`src/rtl/hps_restart_pkg.sv`:
```
// Shared types and constants for the HPS restart sequencer.
package hps_restart_pkg;

    // Sequencer states; the numeric codes are visible to the HPS in status[2:0]
    typedef enum logic [2:0] {
        ST_IDLE         = 3'd0,
        ST_ARMED        = 3'd1,
        ST_QUIESCE      = 3'd2,
        ST_RESET_HOLD   = 3'd3,
        ST_RELEASE_WAIT = 3'd4,
        ST_DONE         = 3'd5,
        ST_ERROR        = 3'd6
    } state_t;

    // Command codes written by the HPS into its export register
    localparam logic [7:0] CMD_ARM   = 8'hA5;
    localparam logic [7:0] CMD_FIRE  = 8'h01;
    localparam logic [7:0] CMD_ABORT = 8'h02;

    // Flag positions inside the status byte
    localparam int STATUS_FORCED_BIT      = 3;
    localparam int STATUS_ARM_EXPIRED_BIT = 4;
    localparam int STATUS_ERROR_BIT       = 5;

    // Largest of four values, used to size the shared counters
    function automatic int max_of4(input int a, input int b, input int c, input int d);
        int m;
        m = a;
        if (b > m) m = b;
        if (c > m) m = c;
        if (d > m) m = d;
        return m;
    endfunction

endpackage

```
`src/rtl/hps_restart_sequencer_counter.sv`:
```
// Loadable down counter with a zero flag; serves as arm window counter and phase timer.
module seq_down_counter #(
    parameter int WIDTH = 8
) (
    input  logic             clk,
    input  logic             reset_n,
    input  logic             load,
    input  logic [WIDTH-1:0] load_value,
    input  logic             dec,
    output logic             zero
);

    logic [WIDTH-1:0] count;

    // Load wins over decrement; the count parks at zero instead of wrapping
    always_ff @(posedge clk or negedge reset_n) begin
        if (!reset_n) begin
            count <= '0;
        end else if (load) begin
            count <= load_value;
        end else if (dec && !zero) begin
            count <= count - WIDTH'(1);
        end
    end

    assign zero = (count == '0);

endmodule

```
`src/rtl/hps_restart_sequencer.sv`:
```
// Turns HPS arm/fire/abort commands into a drain, reset pulse and ready wait of the datapath.
module hps_restart_sequencer #(
    parameter int PULSE_CYCLES    = 16,
    parameter int ARM_WINDOW      = 256,
    parameter int QUIESCE_TIMEOUT = 1024,
    parameter int READY_TIMEOUT   = 4096
) (
    input  logic       clk,
    input  logic       reset_n,
    input  logic [7:0] hps_cmd,
    input  logic       quiesce_ack,
    input  logic       dp_ready,
    output logic       quiesce_req,
    output logic       dp_reset_n,
    output logic       busy,
    output logic       done_pulse,
    output logic [7:0] status,
    output logic [7:0] restart_count
);

    import hps_restart_pkg::*;

    localparam int MAX_PARAM = max_of4(PULSE_CYCLES, ARM_WINDOW, QUIESCE_TIMEOUT, READY_TIMEOUT);
    localparam int TW        = ($clog2(MAX_PARAM) < 1) ? 1 : $clog2(MAX_PARAM);

    localparam logic [TW-1:0] ARM_LOAD     = TW'(ARM_WINDOW - 1);
    localparam logic [TW-1:0] QUIESCE_LOAD = TW'(QUIESCE_TIMEOUT - 1);
    localparam logic [TW-1:0] PULSE_LOAD   = TW'(PULSE_CYCLES - 1);
    localparam logic [TW-1:0] READY_LOAD   = TW'(READY_TIMEOUT - 1);

    state_t        state;
    state_t        next_state;
    logic [7:0]    cmd_q;
    logic          new_cmd;
    logic          arm_load;
    logic          arm_dec;
    logic          arm_zero;
    logic          tmr_load;
    logic [TW-1:0] tmr_value;
    logic          tmr_dec;
    logic          tmr_zero;
    logic          clear_flags;
    logic          set_forced;
    logic          set_expired;
    logic          set_error;
    logic          forced_flag;
    logic          expired_flag;
    logic          error_flag;

    // Previous value of the export register, so a held value is not re-executed
    always_ff @(posedge clk or negedge reset_n) begin
        if (!reset_n) begin
            cmd_q <= 8'h00;
        end else begin
            cmd_q <= hps_cmd;
        end
    end

    assign new_cmd = (hps_cmd != cmd_q) && (hps_cmd != 8'h00);

    // Window during which a fire command is honoured after arming
    seq_down_counter #(.WIDTH(TW)) u_arm_counter (
        .clk        (clk),
        .reset_n    (reset_n),
        .load       (arm_load),
        .load_value (ARM_LOAD),
        .dec        (arm_dec),
        .zero       (arm_zero)
    );

    // One timer reused for the quiesce, reset-pulse and ready-wait phases
    seq_down_counter #(.WIDTH(TW)) u_phase_timer (
        .clk        (clk),
        .reset_n    (reset_n),
        .load       (tmr_load),
        .load_value (tmr_value),
        .dec        (tmr_dec),
        .zero       (tmr_zero)
    );

    assign arm_dec = (state == ST_ARMED);
    assign tmr_dec = (state == ST_QUIESCE) || (state == ST_RESET_HOLD) || (state == ST_RELEASE_WAIT);

    // Transition decisions, counter loads and flag updates for the current cycle
    always_comb begin
        next_state  = state;
        arm_load    = 1'b0;
        tmr_load    = 1'b0;
        tmr_value   = '0;
        clear_flags = 1'b0;
        set_forced  = 1'b0;
        set_expired = 1'b0;
        set_error   = 1'b0;
        case (state)
            ST_IDLE: begin
                if (new_cmd && (hps_cmd == CMD_ARM)) begin
                    next_state  = ST_ARMED;
                    arm_load    = 1'b1;
                    clear_flags = 1'b1;
                end
            end
            ST_ARMED: begin
                if (new_cmd) begin
                    if (hps_cmd == CMD_ARM) begin
                        arm_load = 1'b1;
                    end else if (hps_cmd == CMD_FIRE) begin
                        next_state = ST_QUIESCE;
                        tmr_load   = 1'b1;
                        tmr_value  = QUIESCE_LOAD;
                    end else begin
                        next_state = ST_IDLE;
                    end
                end else if (arm_zero) begin
                    next_state  = ST_IDLE;
                    set_expired = 1'b1;
                end
            end
            ST_QUIESCE: begin
                if (new_cmd && (hps_cmd == CMD_ABORT)) begin
                    next_state = ST_IDLE;
                end else if (quiesce_ack) begin
                    next_state = ST_RESET_HOLD;
                    tmr_load   = 1'b1;
                    tmr_value  = PULSE_LOAD;
                end else if (tmr_zero) begin
                    next_state = ST_RESET_HOLD;
                    tmr_load   = 1'b1;
                    tmr_value  = PULSE_LOAD;
                    set_forced = 1'b1;
                end
            end
            ST_RESET_HOLD: begin
                if (tmr_zero) begin
                    next_state = ST_RELEASE_WAIT;
                    tmr_load   = 1'b1;
                    tmr_value  = READY_LOAD;
                end
            end
            ST_RELEASE_WAIT: begin
                if (dp_ready) begin
                    next_state = ST_DONE;
                end else if (tmr_zero) begin
                    next_state = ST_ERROR;
                    set_error  = 1'b1;
                end
            end
            ST_DONE: begin
                next_state = ST_IDLE;
            end
            ST_ERROR: begin
                if (new_cmd && (hps_cmd == CMD_ABORT)) begin
                    next_state = ST_IDLE;
                end
            end
            default: begin
                next_state = ST_IDLE;
            end
        endcase
    end

    // State register with outputs registered from the state being entered
    always_ff @(posedge clk or negedge reset_n) begin
        if (!reset_n) begin
            state         <= ST_IDLE;
            quiesce_req   <= 1'b0;
            dp_reset_n    <= 1'b0;
            busy          <= 1'b0;
            done_pulse    <= 1'b0;
            forced_flag   <= 1'b0;
            expired_flag  <= 1'b0;
            error_flag    <= 1'b0;
            restart_count <= 8'h00;
        end else begin
            state       <= next_state;
            quiesce_req <= (next_state == ST_QUIESCE) || (next_state == ST_RESET_HOLD) ||
                           (next_state == ST_RELEASE_WAIT);
            dp_reset_n  <= (next_state != ST_RESET_HOLD);
            busy        <= (next_state != ST_IDLE) && (next_state != ST_ERROR);
            done_pulse  <= (next_state == ST_DONE);
            if (clear_flags) begin
                forced_flag  <= 1'b0;
                expired_flag <= 1'b0;
                error_flag   <= 1'b0;
            end else begin
                if (set_forced)  forced_flag  <= 1'b1;
                if (set_expired) expired_flag <= 1'b1;
                if (set_error)   error_flag   <= 1'b1;
            end
            if ((next_state == ST_DONE) && (restart_count != 8'hFF)) begin
                restart_count <= restart_count + 8'd1;
            end
        end
    end

    assign status[2:0]                    = state;
    assign status[STATUS_FORCED_BIT]      = forced_flag;
    assign status[STATUS_ARM_EXPIRED_BIT] = expired_flag;
    assign status[STATUS_ERROR_BIT]       = error_flag;
    assign status[7:6]                    = 2'b00;

endmodule

```
`config.mk`:
```
export PLATFORM = sky130hd
export DESIGN_NAME = hps_restart_sequencer
export DESIGN_NICKNAME = d
export VERILOG_FILES = /design/src/rtl/hps_restart_pkg.sv /design/src/rtl/hps_restart_sequencer_counter.sv /design/src/rtl/hps_restart_sequencer.sv
export SDC_FILE = /design/constraint.sdc
export NUM_CORES = 1
export LEC_CHECK = 0
export ABC_AREA = 1
export CORE_MARGIN = 2
export CORE_UTILIZATION = 52
export CTS_BUF_LIST = sky130_fd_sc_hd__clkbuf_4 sky130_fd_sc_hd__clkbuf_8 sky130_fd_sc_hd__clkbuf_16
export CTS_CLUSTER_SIZE = 14
export DETAILED_ROUTE_END_ITERATION = 12
export PLACE_DENSITY = 0.76
export SLEW_MARGIN = 15
export SYNTH_ARGS = -nofsm -noshare
export SYNTH_HDL_FRONTEND = slang
export SYNTH_HIERARCHICAL = 1
export SYNTH_SLANG_ARGS = --single-unit
```
`constraint.sdc`:
```
create_clock -name clk -period 2.4 [get_ports clk]
set_input_delay 0.36 -clock clk [delete_from_list [all_inputs] [get_ports clk]]
set_output_delay 0.36 -clock clk [all_outputs]
set_load 0.1 [all_outputs]
```
==> flow_summary_export.csv <==
group,metric,value,unit
status,status,"finished clean",
setup_path,cp_common_cell,"nand2_1",
setup_path,arrival,2360,ps
drt,viasPerCell,5.00,
timing,hold_ws,34.1,ps
timing,slew_headroom,0.620,
timing,max_freq,461,MHz
timing,setup_ws,229,ps
clocking,htreeDepth,2,
drt,drt-total-wl,7.04,mm
drt,route.vias.total,2924,
cells_and_area,drive_gt1_frac,0.240,
synthesis,synth.cell_area,3340,µm²
synthesis,muxShareOfSynthArea,0,
setup_path,required,2590,ps
clocking,clock_latency,300,ps
synthesis,synth_xor_area_frac,0.0498,
setup_path,worstSetupEndpointType,"register",
clocking,cts_tree,"done",
setup_path,cp-start-kind,"input pin",
cells_and_area,design_area,3920,µm²
timing,maxSlewViolCount,0,
global_routing,grt_usage,0.211,
setup_path,max_stage_delay,550,ps
drt,first_pass_iters,4,
synthesis,ys_ff_latch,50,
synthesis,synth_top_family_by_area,"simple AND/OR/NAND/NOR gates",
timing,clock_skew,6.21,ps
cells_and_area,final_cell_mix,"nand2_1, nand3_1, inv_1",
clocking,clock-sinks,50,
clocking,clk_pin_slew_worst_paths,100,ps
synthesis,synth_simple_gate_area_share,0.406,
global_routing,antenna_found_initial,0,
setup_path,cp_slowest_cell,"clkdlybuf4s50_1",
clocking,clockBufferDepth,2,
clocking,cts_buffers,5,
cells_and_area,nFillCells,549,
cells_and_area,syn_to_final_growth,17.5,%
place,dp_hpwl,5.25,mm
global_routing,grt_pass1_vias,2776,
floorplan,die_w,84.1,µm
pwr,power.density,1110,nW/µm²
synthesis,avgSynthCellArea,7.42,µm²
place,io_buffers,29,
cells_and_area,n_antenna_cell,0,
timing,setup_viol,0,
cells_and_area,layout_commonest_cell,"nand2_1",
pwr,leakage,0.00201,µW
place,place.gp.congestion,0.913,
cells_and_area,multi_input_area,1840,µm²
place,place_ws,-12.9,ps
timing,worstMarginPinSlew,571,ps
setup_path,crit_fanout,7,
timing,fin_crit_sh,0.905,
timing,min_period,2170,ps
clocking,cts.root.buffer_cell,"clkbuf_8",
synthesis,synth_warnings,6,
global_routing,gr-total-overflow,0,
timing,rsz0062_at_grt,"no",
timing,finalHoldViolations,0,
drt,ant_nets,0,
place,place_area,3800,µm²
floorplan,ios,32,
setup_path,path_cells,"clkdlybuf4s50_1 -> inv_1 -> nand2_1 -> nand2_1 -> nand2_1 -> nor2_2 -> nand2_4 -> nand2_2 -> inv_1 -> nand2_1 -> inv_1 -> clkinv_1 -> buf_4 -> nand3_1 -> inv_1 -> nand2_1 -> nand3_1",
drt,post-route-drc-count,0,
synthesis,yosysUniqueCellTypes,33,
pwr,vdd_drop_max,0.000907,V
run,drv_cap,0,
floorplan,rows,29,
synthesis,synth-adder-area-share,0.0187,
min_path,hold_path.class,"input pin to async pin",
global_routing,grt_max_degree,25,
synthesis,synth_compound_gate_area_share,0.0596,
synthesis,seq_area_frac_synth,0.375,
floorplan,initial_core_util,0.532,
setup_path,path_class,"input pin to register",
drt,drt_iter0_drc,193,
floorplan,fp.dieH,84.1,µm
drt,wl_per_cell,12.0,µm
floorplan,core_area,6280,µm²
cells_and_area,nNetsFinal,524,
floorplan,dieArea,7080,µm²
global_routing,grt_pass1_wl,12.4,mm
cells_and_area,regArea,1250,µm²
synthesis,synthCells,450,
kinds of logic (layout without fill, tap and decap cells):
family | after synthesis | after routing
adders and majority gates | 5 | 5
xor gates and xnor gates | 19 | 19
DFF | 50 | 50
buffers and inverters | 70 | 116
AOI/OAI and AO/OA | 30 | 30
other | 2 | 14
and+or+nand+nor | 274 | 274
routing by layer:
metal | vias to the layer above | GRT usage | part of all wire
met2 | 57 | 0.358 | 0.48
met5 | - | 0 | 0
li1 | 1515 | - | -
met3 | 10 | 0.0324 | 0.034
met4 | 0 | 0.0616 | 0.015
met1 | 1342 | 0.280 | 0.47
final cells by class:
type                            count  area share
Clock inverter                      3      0.0112
Tap cell                           77      0.0246
Clock buffer                        5      0.0175
Sequential cell                    50       0.320
Inverter                           59      0.0571
Multi-Input combinational cell    342       0.470
Timing Repair Buffer               49      0.0995
power by group:
group	switching, µW	internal, µW	leakage, µW
clock network	301	313	0.0000585
logic	1620	783	0.00132
registers	255	1090	0.000629
total	2170	2190	0.00201
path summary, 6_finish.rpt:
check | start | end | slack, ps | depth (start not counted)
min in group clk | expired_flag$_DFFE_PN0P_ | expired_flag$_DFFE_PN0P_ | 510 | 2
setup / recovery | hps_cmd[5] | u_arm_counter/count[11]$_DFFE_PN0P_ | 230 | 17
setup reg to reg | u_phase_timer/count[5]$_DFFE_PN0P_ | u_phase_timer/count[3]$_DFFE_PN0P_ | 290 | 12
max in group asynchronous | reset_n | state[2]$_DFF_PN0_ | 1720 | 2
hold reg to reg | expired_flag$_DFFE_PN0P_ | expired_flag$_DFFE_PN0P_ | 510 | 2
hold / removal | reset_n | u_arm_counter/count[2]$_DFFE_PN0P_ | 30 | 1
worst max-delay path: cells and delay by family:
| family | cells | cell delay [ps] |
|---|---|---|
| AND/OR/NAND/NOR | 10 | 730 |
| buffers and inverters | 7 | 1260 |
stage by stage:
stage,std cells,TNS [ps],util,total power (µW)
2_1_floorplan,462,0,-,3230
3_5_place_dp,577,-58.3,0.606,3720
4_1_cts,585,0,0.623,4360
6_report,585,0,0.625,4360
3_3_place_gp,577,0,0.606,3670
5_1_grt,585,0,0.625,4710
cell usage after synthesis:
cell      number  area (µm²)
xnor2_1       12         105
a21oi_1        3        15.0
conb_1         2        7.51
clkbuf_1       4        15.0
a21boi_1       2        15.0
xor2_1         7        61.3
ha_1           5        62.6
nor2_4         4        45.0
inv_2          6        22.5
nand3_2       10         100
o211ai_1       1        7.51
o21ai_2        6        52.6
o21ai_1        1        5.00
nor2_1        33         124
o22ai_1        1        6.26
nand2_1      117         439
nand2_4        6        67.6
nor2_2        14        87.6
nand3_1       55         275
a31oi_1        2        12.5
clkinv_1       2        7.51
nor3_1         7        35.0
a21oi_4        1        16.3
a21oi_2        1        8.76
nand2_2       13        81.3
buf_4          5        37.5
nand4_1        7        43.8
o21ai_0       12        60.1
nor3_2         2        20.0
or2_2          6        37.5
buf_6          2        22.5
inv_1         51         191
dfrtp_1       50        1250
state kept, by name, indices dropped and copies added (netlist names):
name                 cells
done_pulse               1
cmd_q                    8
quiesce_req              1
expired_flag             1
restart_count            8
u_phase_timer/count     12
forced_flag              1
dp_reset_n               1
busy                     1
u_arm_counter/count     12
state                    3
error_flag               1
what timing repair did:
| action | 4_1_cts | 5_1_grt |
|---|---|---|
| endpoints found under the setup margin | 0 | 12 |
| hold buffers | 0 | 0 |
| resized for setup | 0 | 3 |
| setup buffers | 0 | 0 |
Power figures use the tool's default switching activity.
